[config.mk]
export PLATFORM = sky130hd
export DESIGN_NAME = fetch_stage
export DESIGN_NICKNAME = d
export VERILOG_FILES = /design/src/rtl/fetch_stage.sv
export SDC_FILE = /design/constraint.sdc
export NUM_CORES = 1
export LEC_CHECK = 0
export CAP_MARGIN = 10
export CORE_MARGIN = 10
export CORE_UTILIZATION = 47
export DETAILED_ROUTE_END_ITERATION = 10
export PLACE_DENSITY_LB_ADDON = 0.12
export SLEW_MARGIN = 20
export SYNTH_ARGS = -nofsm -noshare
export SYNTH_HDL_FRONTEND = slang
export SYNTH_SLANG_ARGS = --single-unit
[constraint.sdc]
create_clock -name clk -period 2.1 [get_ports clk]
set_clock_uncertainty 0.1 [all_clocks]
set_input_delay 0.42 -clock clk [delete_from_list [all_inputs] [get_ports clk]]
set_output_delay 0.42 -clock clk [all_outputs]
set_load 0.03 [all_outputs]
[src/rtl/fetch_stage.sv]
// Instruction fetch stage: one outstanding imem read, hold buffer
// for decode stalls, branch redirect and bubble injection.
//
// Ports:
//   clk, reset               - clock, synchronous active-high reset
//   en_reg_fetch             - 1 lets the output register update
//   inject_nop               - squash: output loads a bubble
//   branch_taken/_target     - one-cycle redirect of the fetch pc
//   imem_req/imem_addr       - read request (one cycle) and address
//   imem_valid/imem_rdata    - read response strobe and data
//   instruction/pc_out       - registered instruction and its pc
//   instr_valid              - registered; 0 marks a bubble
//   block_pipe_instr_cache   - 1 when no instruction is deliverable
module fetch_stage #(
  parameter logic [31:0] RESET_PC  = 32'h0000_1000,
  parameter logic [31:0] NOP_INSTR = 32'h0000_0000
) (
  input  logic        clk,
  input  logic        reset,
  input  logic        en_reg_fetch,
  input  logic        inject_nop,
  input  logic        branch_taken,
  input  logic [31:0] branch_target,
  output logic        imem_req,
  output logic [31:0] imem_addr,
  input  logic        imem_valid,
  input  logic [31:0] imem_rdata,
  output logic [31:0] instruction,
  output logic [31:0] pc_out,
  output logic        instr_valid,
  output logic        block_pipe_instr_cache
);

  typedef enum logic [1:0] {
    ISSUE,
    WAIT,
    HELD,
    DROP
  } state_t;

  state_t      state;
  state_t      state_next;
  logic [31:0] pc;
  logic [31:0] pc_next;
  logic [31:0] hold_word;
  logic [31:0] word;
  logic [31:0] target;
  logic        have_word;
  logic        deliver;
  logic        capture;

  // A word is on hand either from a live response or the hold buffer.
  // A redirect in the same cycle makes that word wrong-path.
  assign have_word = (state == HELD)
                   | ((state == WAIT) & imem_valid);
  assign word      = (state == HELD) ? hold_word : imem_rdata;
  assign deliver   = have_word & ~branch_taken;
  assign capture   = (state == WAIT) & imem_valid
                   & ~en_reg_fetch & ~branch_taken;
  assign target    = branch_target & ~32'h3;

  assign imem_req  = (state == ISSUE) & ~reset;
  assign imem_addr = pc;

  assign block_pipe_instr_cache =
      (state == ISSUE) | (state == DROP)
    | ((state == WAIT) & ~imem_valid);

  always_comb begin
    pc_next = pc;
    if (branch_taken)
      pc_next = target;
    else if (deliver & en_reg_fetch)
      pc_next = pc + 32'd4;
  end

  // Redirect with a request still in flight must swallow its reply
  // (DROP); otherwise nothing is outstanding and we go straight on.
  always_comb begin
    state_next = state;
    unique case (state)
      ISSUE:
        state_next = branch_taken ? DROP : WAIT;
      WAIT: begin
        if (!imem_valid)
          state_next = branch_taken ? DROP : WAIT;
        else if (branch_taken || en_reg_fetch)
          state_next = ISSUE;
        else
          state_next = HELD;
      end
      HELD:
        if (branch_taken || en_reg_fetch)
          state_next = ISSUE;
      DROP:
        if (imem_valid)
          state_next = ISSUE;
    endcase
  end

  always_ff @(posedge clk) begin
    if (reset) begin
      state       <= ISSUE;
      pc          <= RESET_PC;
      hold_word   <= '0;
      instruction <= NOP_INSTR;
      pc_out      <= RESET_PC;
      instr_valid <= 1'b0;
    end else begin
      state <= state_next;
      pc    <= pc_next;
      if (capture)
        hold_word <= imem_rdata;
      else if (branch_taken)
        hold_word <= '0;
      // Bubbles keep pc_out so decode still sees the last real pc.
      if (en_reg_fetch) begin
        if (deliver && !inject_nop) begin
          instruction <= word;
          pc_out      <= pc;
          instr_valid <= 1'b1;
        end else begin
          instruction <= NOP_INSTR;
          instr_valid <= 1'b0;
        end
      end
    end
  end

endmodule

After elaboration in Yosys (flattened, before gate mapping)
Cells that the tools add are included.
{ "classes": {"reduce_logical": 9, "mux": 13, "add_sub_neg": 1, "bitwise_logic": 14, "eq_ne": 5} }
{ "op_table": {"columns": ["cell", "count"], "rows": [
  ["$mux W32", 6],
  ["$add A32 B3 Y32 const B", 1],
  ["$mux W2", 5],
  ["$pmux W2 S4", 1],
  ["$and A1 B1 Y1", 7],
  ["$eq A2 B2 Y1 const B", 2],
  ["$not A1 Y1", 4],
  ["$reduce_and A2 Y1", 2],
  ["$reduce_bool A2 Y1", 2],
  ["$or A1 B1 Y1", 3],
  ["$eq A2 B1 Y1 const B", 1],
  ["$logic_not A2 Y1", 1],
  ["$ne A2 B1 Y1 const B", 1],
  ["$ne A2 B2 Y1 const B", 1],
  ["$reduce_or A2 Y1", 1],
  ["$logic_and A1 B1 Y1", 1],
  ["$logic_not A1 Y1", 1],
  ["$logic_or A1 B1 Y1", 1],
  ["$mux W1", 1]
]} }
{ "word_totals": {"output_inout_bits": 99, "inputBits": 70, "register_bits": 131, "word_cells": 49} }

Depth between registers and ports, before layout
{ "depth": {"word_depth": 7, "mapped_depth": 9, "depth_no_buf": 6} }

Worst setup path before layout
OpenSTA, ideal clock, no wires.
{ "synth_path": {"kind": "register to register", "start": "register pc[2], in the netlist imem_addr[2]", "end": "register pc[18], in the netlist imem_addr[18]", "n_path_buf": 1, "setup_time_ps": 91, "arrival_ps": 1909, "path_slack_ps": 0, "stages_incl_launch_ff": 7, "required_time_ps": 1909, "synth_period_minus_slack_ps": 2100, "cell_sequence": "dfxtp_1 > ha_1 > and3_1 > nand4_2 > buf_6 > or4_1 > a311oi_1"} }
{ "synth_between": {"elab_chain_cells": 3} }
{ "synth_lines": {"columns": ["element", "line_no", "text"], "rows": [
  ["from (decl)", "43", "logic [31:0] pc;"],
  ["from (signal assigned)", "111", "pc <= pc_next;"],
  ["$add A32 B3 Y32", "74", "pc_next = pc + 32'd4;"],
  ["$mux W32", "73", "else if (deliver & en_reg_fetch)"],
  ["$mux W32", "71", "if (branch_taken)"]
]} }
No other way between the ends. The select of a mux whose other input is x is not followed.
A chain may end at the register's enable or synchronous reset.

Worst setup path after layout
{ "layout_path": {"start": "register pc[18], in the netlist imem_addr[18]", "end": "output imem_addr[18]"} }
{ "layout_rtl": {"columns": ["element", "line_no", "text"], "rows": [
  ["to (decl)", "25", "output logic [31:0] imem_addr,"]
]} }
No word-level cell between the ends.

==> impl_metrics.tcl <==
set metrics [dict create \
    status "complete, no violations" \
    final_cell_mix "clkdlybuf4s50_1, dfxtp_1, nor2_1" \
    htree_levels 4 \
    dpl_cell_area_um2 7750 \
    portBuffers 162 \
    antenna_found_initial 0 \
    grt_max_degree 51 \
    die_y_um 130 \
    ioPinCount 169 \
    postCtsSetupBuffers 0 \
    r2r_start "state[0]$_SDFFE_PP0P_" \
    synth_area_um2 5680 \
    cp_top_family "buffers and inverters" \
    hp-start "reset" \
    grt_pass1_wl_mm 29.0 \
    ctsLongestPathBuffers 2 \
    dieWidth_um 130 \
    power_density_nw_per_um2 810 \
    ir_worst_vdd_v 0.000659 \
    firstDrtPassIters 5 \
    postSynthCellCount 661 \
    required_ns 1.58 \
    yosys.area.top_type_share 0.448 \
    design_area_um2 8410 \
    worstSetupEndpointType "primary output" \
    routed_wl_mm 18.2 \
    cts.sinks 127 \
    crit_path_max_incr_delay_ns 0.72 \
    synthArstFlopShare 0 \
    reg2reg_to "imem_addr[25]$_SDFFE_PP0P_" \
    tritoncts.num_buffers 17 \
    arrival_ns 1.54 \
    cts.reportedPaths.clkPinSlew_ns 0.06 \
    fillers 934 \
    cts_hold_buf 0 \
    place.gp.congestion 0.884 \
    insertion_delay_ns 0.42 \
    reg2reg_slack_ns 0.12 \
    cts_tree "built" \
    hp-class "in -> reg" \
    setup_violations 0 \
    ys_ff_latch 127 \
    drv_cap 0 \
    viasPerCell 5.72 \
    min_period_over_period 0.983 \
    hold-path-endpoint "hold_word[21]$_SDFFE_PP0P_" \
    diodes 0 \
    wl_per_cell_um 18.2 \
    dieArea_um2 16900 \
    hold_violations 0 \
    r2r_cells 7 \
    drcViolationCount 0 \
    crit_type "reg -> out" \
    final_common_cell "clkdlybuf4s50_1" \
    yosysWarnings 0 \
    yosysUniqueCellTypes 50 \
    drtIter0Drc 460 \
    synth_flop_cell "dfxtp_1" \
    crit_chain "clkdlybuf4s50_1" \
    dp_hpwl_mm 13.3 \
    core_um2 11900 \
    whs_path_depth 2 \
    cp_slowest_cell "clkdlybuf4s50_1" \
    root_buffer "clkbuf_16" \
    std_cell_rows 40 \
    tns_ns 0 \
    ys_top_cells_by_area "dfxtp_1, a22oi_1, mux2_2" \
    layout_min_cycle_time_ns 2.06 \
    grt_overflow 0 \
    ys_seq_area_frac 0.448 \
    crit_buf_inv 1 \
    synthToLayoutAreaGrowth_pct 48.1 \
    rsz0062_at_grt "false" \
    grt_use_total 0.215 \
    via_count 5733 \
    crit_path_start_kind "register" \
    fmax_ghz 0.484 \
    ant_nets 0 \
    yosys.area.top_type "dfxtp_1" \
    grt_pass1_vias 5693 \
    layout.nets 919 \
    start_util 0.477 \
    finalMaxSlewViolations 0 \
    p_leak_nw 3.17 \
    synth_edf_count 0 \
    avgSynthCellArea_um2 8.59 \
    crit_fanout 6 \
    drive_gt1_frac 0.161 \
]
[layer usage]
| layer | vias up | track usage | part of all wire |
|---|---|---|---|
| met4 | 0 | 0.103 | 0.029 |
| met5 | - | 0 | 0 |
| met2 | 232 | 0.364 | 0.49 |
| met1 | 2704 | 0.235 | 0.39 |
| met3 | 47 | 0.0771 | 0.084 |
| li1 | 2750 | - | - |
[worst reg2reg max path, stage by stage, from the launching register on]
cell      delay (ns)
dfxtp_2         0.35
inv_1           0.11
ha_2            0.24
a21o_4          0.14
buf_4           0.12
nand4_2         0.09
or4_1           0.50
a311oi_2        0.24
[through the flow]
stage          worst slack, ns   util  total power [W]  hold WS [ns]  std cells
5_1_grt                0.00535  0.706          0.00704         0.322       1003
6_report                0.0358  0.706          0.00681         0.319       1003
3_3_place_gp            -0.163  0.651          0.00368         0.341        971
2_1_floorplan           0.0129      -          0.00318         0.360        664
3_5_place_dp            -0.230  0.651          0.00371         0.347        971
4_1_cts                0.00595  0.703          0.00684         0.300       1003
[cell usage after synthesis, types with 2 or more instances]
cell       count
a2111oi_0      2
a211oi_1      10
a21oi_1       38
a22oi_1       64
a311oi_1      10
a31oi_1        2
and3_1         3
and4_1         8
buf_1          2
buf_2          3
buf_4          7
clkbuf_1      45
dfxtp_1      127
ha_1           6
inv_1         13
mux2_2        32
nand2_1       76
nand3_1       16
nand3b_1       4
nand4_1       13
nand4_2        2
nor2_1        94
nor2b_1        2
nor3_1         9
nor3b_1        4
nor4_1         3
nor4b_1        2
o21a_1         2
o21ai_0       15
o311a_1        3
o31a_1         4
o31ai_1        6
or3_1          7
or4_1          6
xnor2_1        3
xor2_1         4
[cells by family after synthesis]
kind of cell	after synthesis	share of synthesized area
simple gates	253	0.212
compound gates	161	0.196
flops	127	0.448
buf+inv	73	0.0549
mux	33	0.0652
xor+xnor	7	0.0108
fa+ha+maj	6	0.0132
other cells	1	0.000660
[flip-flops by register name, indices dropped and copies added, names as in the netlist]
signal and flops:
hold_word 32, instr_valid 1, state 2, instruction 32
imem_addr 30, pc_out 30
[worst max-delay path by stage]
stage / start / endpoint / slack, ns / cells after the start
6_report: imem_addr[18]$_SDFFE_PP0P_ / imem_addr[18] / 0.04 / 1
5_1_grt: state[0]$_SDFFE_PP0P_ / imem_addr[11]$_SDFFE_PP0P_ / 0.005 / 8
4_1_cts: state[0]$_SDFFE_PP0P_ / instruction[5]$_SDFFE_PP0P_ / 0.006 / 8
3_5_place_dp: en_reg_fetch / imem_addr[21]$_SDFFE_PP0P_ / -0.23 / 5
3_3_place_gp: en_reg_fetch / imem_addr[21]$_SDFFE_PP0P_ / -0.16 / 5
2_1_floorplan: imem_addr[3]$_SDFFE_PP0P_ / imem_addr[18]$_SDFFE_PP0P_ / 0.01 / 6
[layout make-up]
type                       count  area (um2)  area share
multi-input combinational    464        2880       0.342
sequential                   127        2540       0.303
clock inverter                15         211      0.0251
tap                          147         184      0.0219
clock buffer                  17         425      0.0506
inverter                      15        56.3     0.00670
timing repair buffer         218        2110       0.251
[where the power goes]
| group | leakage [nW] | internal (W) | switching (W) |
|---|---|---|---|
| registers | 1.03 | 0.00249 | 0.0000799 |
| logic | 1.84 | 0.000512 | 0.000576 |
| clock network | 0.297 | 0.00200 | 0.00115 |
| total | 3.17 | 0.00500 | 0.00181 |
[what timing repair did]
action | in CTS | in global routing
pin swaps | 1 | 0
resized for setup | 25 | 10
endpoints found under the setup margin | 22 | 66
(Power assumes the default switching activity.)
